===== src/rtl/div_arbiter.sv =====
// Round-robin arbiter sharing one multi-cycle divider between N_REQ requesters.
// Optional `DIV_ARB_ZERO_BYPASS_EN: zero divisors skip the divider and return all-ones/dividend.
module div_arbiter #(
    parameter int N_REQ      = 2,
    parameter int DIVIDEND_W = 64,
    parameter int DIVISOR_W  = 32,
    parameter int DIV_CYCLES = 33,
    parameter int CNT_W      = 6
) (
    input  logic                          clk,
    input  logic                          rst,
    input  logic [N_REQ-1:0]              req,
    input  logic [N_REQ*DIVIDEND_W-1:0]   req_dividend,
    input  logic [N_REQ*DIVISOR_W-1:0]    req_divisor,
    output logic [N_REQ-1:0]              gnt,
    output logic [N_REQ-1:0]              rsp_valid,
    input  logic [N_REQ-1:0]              rsp_ack,
    output logic [DIVISOR_W-1:0]          rsp_quotient,
    output logic [DIVIDEND_W-1:0]         rsp_remainder,
    output logic                          busy,
    output logic                          div_start,
    output logic                          div_ack,
    output logic [DIVIDEND_W-1:0]         div_dividend,
    output logic [DIVISOR_W-1:0]          div_divisor,
    input  logic [DIVISOR_W-1:0]          div_quotient,
    input  logic [DIVIDEND_W-1:0]         div_remainder
`ifdef DIV_ARB_ZERO_BYPASS_EN
    ,
    output logic                          div_by_zero
`endif
);

    localparam int IDX_W = (N_REQ > 1) ? $clog2(N_REQ) : 1;

    // IDLE arbitrate | START gnt+div_start | WAIT count latency | RESP hold result | DONE div_ack
    localparam logic [2:0] S_IDLE  = 3'd0;
    localparam logic [2:0] S_START = 3'd1;
    localparam logic [2:0] S_WAIT  = 3'd2;
    localparam logic [2:0] S_RESP  = 3'd3;
    localparam logic [2:0] S_DONE  = 3'd4;

    logic [2:0]            r_state;
    logic [IDX_W-1:0]      r_ptr;
    logic [IDX_W-1:0]      r_owner;
    logic [CNT_W-1:0]      r_cnt;

    logic                  w_found;
    logic [IDX_W-1:0]      w_win;
    logic [N_REQ-1:0]      w_win_oh;
    logic [DIVIDEND_W-1:0] w_sel_dividend;
    logic [DIVISOR_W-1:0]  w_sel_divisor;

    always_comb begin
        w_found = 1'b0;
        w_win   = '0;
        for (int k = 0; k < N_REQ; k++) begin
            if (!w_found && req[(int'(r_ptr) + k) % N_REQ]) begin
                w_found = 1'b1;
                w_win   = IDX_W'((int'(r_ptr) + k) % N_REQ);
            end
        end
        w_win_oh       = N_REQ'(1) << w_win;
        w_sel_dividend = req_dividend[w_win*DIVIDEND_W +: DIVIDEND_W];
        w_sel_divisor  = req_divisor[w_win*DIVISOR_W +: DIVISOR_W];
    end

    always_ff @(posedge clk) begin
        if (rst) begin
            r_state       <= S_IDLE;
            r_ptr         <= '0;
            r_owner       <= '0;
            r_cnt         <= '0;
            gnt           <= '0;
            rsp_valid     <= '0;
            rsp_quotient  <= '0;
            rsp_remainder <= '0;
            busy          <= 1'b0;
            div_start     <= 1'b0;
            div_ack       <= 1'b0;
            div_dividend  <= '0;
            div_divisor   <= '0;
`ifdef DIV_ARB_ZERO_BYPASS_EN
            div_by_zero   <= 1'b0;
`endif
        end else begin
            gnt       <= '0;
            div_start <= 1'b0;
            div_ack   <= 1'b0;
            case (r_state)
                S_IDLE: begin
                    if (w_found) begin
                        r_owner      <= w_win;
                        div_dividend <= w_sel_dividend;
                        div_divisor  <= w_sel_divisor;
                        gnt          <= w_win_oh;
                        busy         <= 1'b1;
`ifdef DIV_ARB_ZERO_BYPASS_EN
                        if (w_sel_divisor == '0) begin
                            rsp_quotient  <= '1;
                            rsp_remainder <= w_sel_dividend;
                            rsp_valid     <= w_win_oh;
                            div_by_zero   <= 1'b1;
                            r_state       <= S_RESP;
                        end else begin
                            div_start <= 1'b1;
                            r_state   <= S_START;
                        end
`else
                        div_start <= 1'b1;
                        r_state   <= S_START;
`endif
                    end
                end
                S_START: begin
                    r_cnt   <= CNT_W'(DIV_CYCLES - 1);
                    r_state <= S_WAIT;
                end
                S_WAIT: begin
                    // Capture on the edge where the counter steps to zero.
                    if (r_cnt <= CNT_W'(1)) begin
                        r_cnt         <= '0;
                        rsp_quotient  <= div_quotient;
                        rsp_remainder <= div_remainder;
                        rsp_valid     <= N_REQ'(1) << r_owner;
                        r_state       <= S_RESP;
                    end else begin
                        r_cnt <= r_cnt - CNT_W'(1);
                    end
                end
                S_RESP: begin
                    if (rsp_ack[r_owner]) begin
                        rsp_valid <= '0;
`ifdef DIV_ARB_ZERO_BYPASS_EN
                        div_ack     <= ~div_by_zero;
                        div_by_zero <= 1'b0;
`else
                        div_ack     <= 1'b1;
`endif
                        r_state   <= S_DONE;
                    end
                end
                S_DONE: begin
                    r_ptr   <= (r_owner == IDX_W'(N_REQ - 1)) ? '0 : r_owner + IDX_W'(1);
                    busy    <= 1'b0;
                    r_state <= S_IDLE;
                end
                default: r_state <= S_IDLE;
            endcase
        end
    end

endmodule


===== config.mk =====
export PLATFORM = sky130hd
export DESIGN_NAME = div_arbiter
export DESIGN_NICKNAME = d
export VERILOG_FILES = /design/src/rtl/div_arbiter.sv
export SDC_FILE = /design/constraint.sdc
export NUM_CORES = 1
export LEC_CHECK = 0
export CORE_AREA = 4 4 188 190
export CTS_CLUSTER_SIZE = 12
export DETAILED_ROUTE_END_ITERATION = 10
export DIE_AREA = 0 0 192 194
export PLACE_DENSITY_LB_ADDON = 0.3
export SYNTH_ARGS = -nofsm -noshare
export SYNTH_HDL_FRONTEND = slang
export SYNTH_SLANG_ARGS = --single-unit

===== constraint.sdc =====
create_clock -name clk -period 2.2 [get_ports clk]
set_input_delay 0.44 -clock clk [delete_from_list [all_inputs] [get_ports clk]]
set_output_delay 0.44 -clock clk [all_outputs]
set_load 0.01 [all_outputs]

-- Word level (Yosys, flattened, before mapping)
Index checks and enable logic that the tools add are counted.
- eq/ne operators: 7
- reductions and logical operators: 14
- $lt $le $gt $ge: 4
- multiplexer cells: 25
- add/sub/neg operators: 3
- shift operators: 4
- bitwise logic cells: 4
- operators with widths (operator ; count):
    $shiftx 128x8->64 ; 1
    $shiftx 64x7->32 ; 1
    $mux 1 ; 15
    $pmux 3 s4 ; 1
    $pmux 6 s2 ; 1
    $mux 3 ; 3
    $eq 3x2->1 const B ; 2
    $le 6x1->1 const B ; 1
    $mux 6 ; 1
    $ne 2x2->1 const B ; 3
    $reduce_and 2->1 ; 3
    $reduce_and 3->1 ; 2
    $reduce_bool 2->1 ; 3
    $sub 6x1->6 const B ; 1
    $lt 1x2->1 const B ; 2
    $mux 2 ; 2
    $pmux 2 s2 ; 1
    $reduce_or 2->1 ; 2
    $shl 1x1->2 const A ; 2
    $eq 3x1->1 const B ; 1
    $eq 3x3->1 const B ; 1
    $logic_not 3->1 ; 1
    $lt 2x3->1 const B ; 1
    $not 1->1 ; 3
    other kinds (6) ; 7
- logic and storage cells: 74
- output and inout bits: 199
- bits of input ports: 294
- flip-flop bits (word level): 210

-- Depth between registers and ports, before layout
- depth after elaboration: 9
- depth in mapped cells: 9
- depth with buffers taken out: 6

-- Least setup slack after synthesis
Ideal clock, no wire load.
- path kind: register to register
- from: register r_cnt[0]
- to: register rsp_quotient[26]
- required time: 2068 ps
- stages on the path, launching flop included: 10
- path buffers: 3
- clock period less this slack: 1646 ps
- library setup time: 132 ps
- arrival: 1513 ps
- slack: 554 ps
- cells stage by stage: dfxtp_1 > inv_1 > ha_1 > o21ba_2 > and3_1 > buf_2 > buf_4 > buf_4 > nand2_1 > a21oi_1
- longest elaborated chain between the ends: 2
- RTL lines (item ; line ; RTL):
    start: declaration ; 45 ; logic [CNT_W-1:0] r_cnt;
    start signal: assignment ; 115 ; r_cnt <= CNT_W'(DIV_CYCLES - 1);
    start signal: assignment ; 127 ; r_cnt <= r_cnt - CNT_W'(1);
    $le 6x1->1 ; 120 ; if (r_cnt <= CNT_W'(1)) begin
    $reduce_and 2->1 (no source line) ; -- ;
    end signal: assignment ; 122 ; rsp_quotient <= div_quotient;
    end: declaration ; 18 ; output logic [DIVISOR_W-1:0] rsp_quotient,
Every way passes these cells.
A chain may end at the register's enable or synchronous reset.

-- Worst setup path in the final report
- from: register r_state[2]
- to: register div_divisor[24]
- longest elaborated chain between the ends: 2
- RTL lines (item ; line ; RTL):
    start: declaration ; 42 ; logic [2:0] r_state;
    start signal: assignment ; 69 ; r_state <= S_IDLE;
    start signal: assignment ; 110 ; r_state <= S_START;
    start signal: assignment ; 116 ; r_state <= S_WAIT;
    $logic_not 3->1 ; 89 ; case (r_state)
    $reduce_and 2->1 (no source line) ; -- ;
    end signal: assignment ; 94 ; div_divisor <= w_sel_divisor;
    end: declaration ; 24 ; output logic [DIVISOR_W-1:0] div_divisor,
Every way passes these cells.

==> run summary <==
routed length on met2: 15,300 um
Synth async-reset ratio: 0%
Total Nets Final: 1,709
combinational group share of total power: 29.7%
Pwr Density: 846 nW/um2
CORE AREA: 33,400 um2
headroom to the max-slew limit: 40.6%
Clock transition at path regs: 60 ps
max_cap viols: 0
1st-iter DRT viols: 225
# DRC: 0
routed wire length: 31,000 um
type of origin of the critical path: flip-flop
crit path max-delay cell type: nor4_4
Critical Path AT: 2370 ps
Met3 Routed Length: 3040 um
CP Capture Type: flip-flop
placed cell count: 1,834
Setup Skew: 13.8 ps
diodes inserted: 0
Clk pwr share: 32.8%
share of layout cells above drive strength 1: 6.02%
Max Transition Viols Final: 0
Max Root-Sink Buffers: 3
Yosys warnings: 0
DR top layer: met5
worst-path fanout max: 54
number of flops mapped to enable cells by yosys: 0
wire length per cell: 16.5 um
WP data required: 2620 ps
Setup-failing EPs final: 0
Die ar.: 37,200 um2
total CTS buffers: 25
Worst Hold Class: primary input to flip-flop
Tcrit/Tclk final: 88.8%
clock latency on the worst-skew pair: 510 ps
initial antenna violation count: 1
metal1 wirelength: 12,000 um
Fmax achieved: 512 MHz
switching share of power: 28.9%
Syn Nets: 1,234
status: finished clean
Buf/Inv on CP: 1
First-pass DRT Iterations: 4
commonest non-fill, non-tap cells in the layout: 491 x clkdlybuf4s50_1, 210 x dfxtp_1, 199 x nand2_1, 105 x nor2_1, 102 x a21oi_1
# H-tree levels: 1
Tot Pwr: 12.4 mW
CP cell instances: nor4_4 -> buf_12 -> nor2_1 -> a211oi_1
CTS tree: built
Final Hold Fails: 0
worst hold slack: 317 ps
Vias/cell: 4.43
Root Driver: clkbuf_16
Sequential Power Share: 37.5%
synthesized cell area: 8350 um2
overall routing resource usage: 15.4%
Leak Pwr: 5.69 nW
# IOs: 493
register area share after synthesis: 50.3%
Switch Pwr: 3.58 mW
crit path kind: flip-flop to flip-flop
#FFs+latches synth: 210
die width: 192 um
Avg Cell Area, Syn: 8.90 um2
Mapped Cells: 938
first-pass GRT wire length: 46,000 um
clock sinks: 210
row count: 67
predominant post-synthesis flop cell: dfxtp_1
Internal Pwr Total: 8.83 mW
largest net degree at the start of global routing: 82
CP delay by family, top: simple AND/OR/NAND/NOR gates
Worst VDD drop: 0.486 mV
RSZ-0062 raised after global routing: no
ANT nets after route: 0
IO buf count: 492
via count of the first global-routing pass: 8,137
area delta synth->final: 75.7%
initial core utilization: 25.0%
Final min period: 1950 ps
most common cell after layout, fill and taps aside: clkdlybuf4s50_1
grt total ovfl: 0
CP peak stage delay: 830 ps
Least-Margin Pin Slew: 885 ps
detailed placement HPWL: 23,600 um
Die H: 194 um
vias: 8,306
Finished Layout Cells: 1,876
hold buffers post-CTS: 0
GPL Wtd Cong: 0.791
synth unique cells: 40
Setup TNS: 0 ps
==> timing repair <==
action,CTS,global route
resized for setup,0,0
endpoints found under the setup margin,0,1
buffers inserted,0,0
==> per-layer routing <==
layer	global-route usage (%)	vias to the layer above
met2	27.4	314
met5	0	-
met1	17.5	3768
li1	-	4179
met3	5.26	43
met4	3.99	2
==> through the flow <==
| stage | setup slack (ps) | cell area, um2 | utilization [%] |
|---|---|---|---|
| global route | 23.0 | 14700 | 43.9 |
| CTS | 166 | 14700 | 43.9 |
| finish | 246 | 14700 | 43.9 |
| floorplan | 554 | 8350 | - |
| global placement | -176 | 13900 | 41.4 |
| detailed placement | -297 | 13900 | 41.4 |
==> cells in the mapped netlist, types with 5 or more instances <==
cell	number	area share, %
dfxtp_1	210	50
nand2_1	199	8.9
nor2_1	105	4.7
a21oi_1	102	6.1
mux2i_1	98	12
a211oi_1	97	8.7
buf_2	31	1.9
clkbuf_1	31	1.4
buf_6	9	1.2
buf_4	6	0.54
nor3_1	6	0.36
inv_1	5	0.22
==> path summary, 6_finish.rpt <==
kind	endpoint	slack (ps)	cells past startpoint	start
max reg2reg	div_divisor[24]	250	4	r_state[2]
min	r_cnt[1]	320	2	rst
min reg2reg	rsp_quotient[29]	450	2	rsp_quotient[29]
max	div_divisor[24]	250	4	r_state[2]
==> layout make-up <==
type	count	area, um2
inverters	5	18.8
clock buffers	34	719
repair buffers	527	5360
fillers	3202	18800
multi-input cells	644	3720
clock inverters	8	92.6
well taps	448	561
flip-flops and latches	210	4200
==> cell families after synthesis <==
group	share of synthesized area [%]
simple gates	15.8
compound gates	16.1
flops	50.3
mux	11.7
buf+inv	5.50
xor+xnor	0.210
fa+ha+maj	0.300
==> flip-flops by register name, summed over array words and instances (netlist names) <==
signal / cells
div_ack: 1
div_start: 1
rsp_quotient: 32
busy: 1
r_state: 3
div_divisor: 32
r_ptr: 1
rsp_valid: 2
rsp_remainder: 64
r_owner: 1
r_cnt: 6
gnt: 2
div_dividend: 64
==> power by group through the flow <==
stage | logic [mW] | registers, mW | clock network, mW
final | 3.69 | 4.65 | 4.07
after global routing | 4.03 | 4.72 | 4.40
after CTS | 3.75 | 4.65 | 4.23
after detailed placement | 3.74 | 4.73 | 0
after global placement | 3.71 | 4.71 | 0
after floorplan | 1.47 | 4.94 | 0
Note: power is estimated with default switching activity, not from simulation.
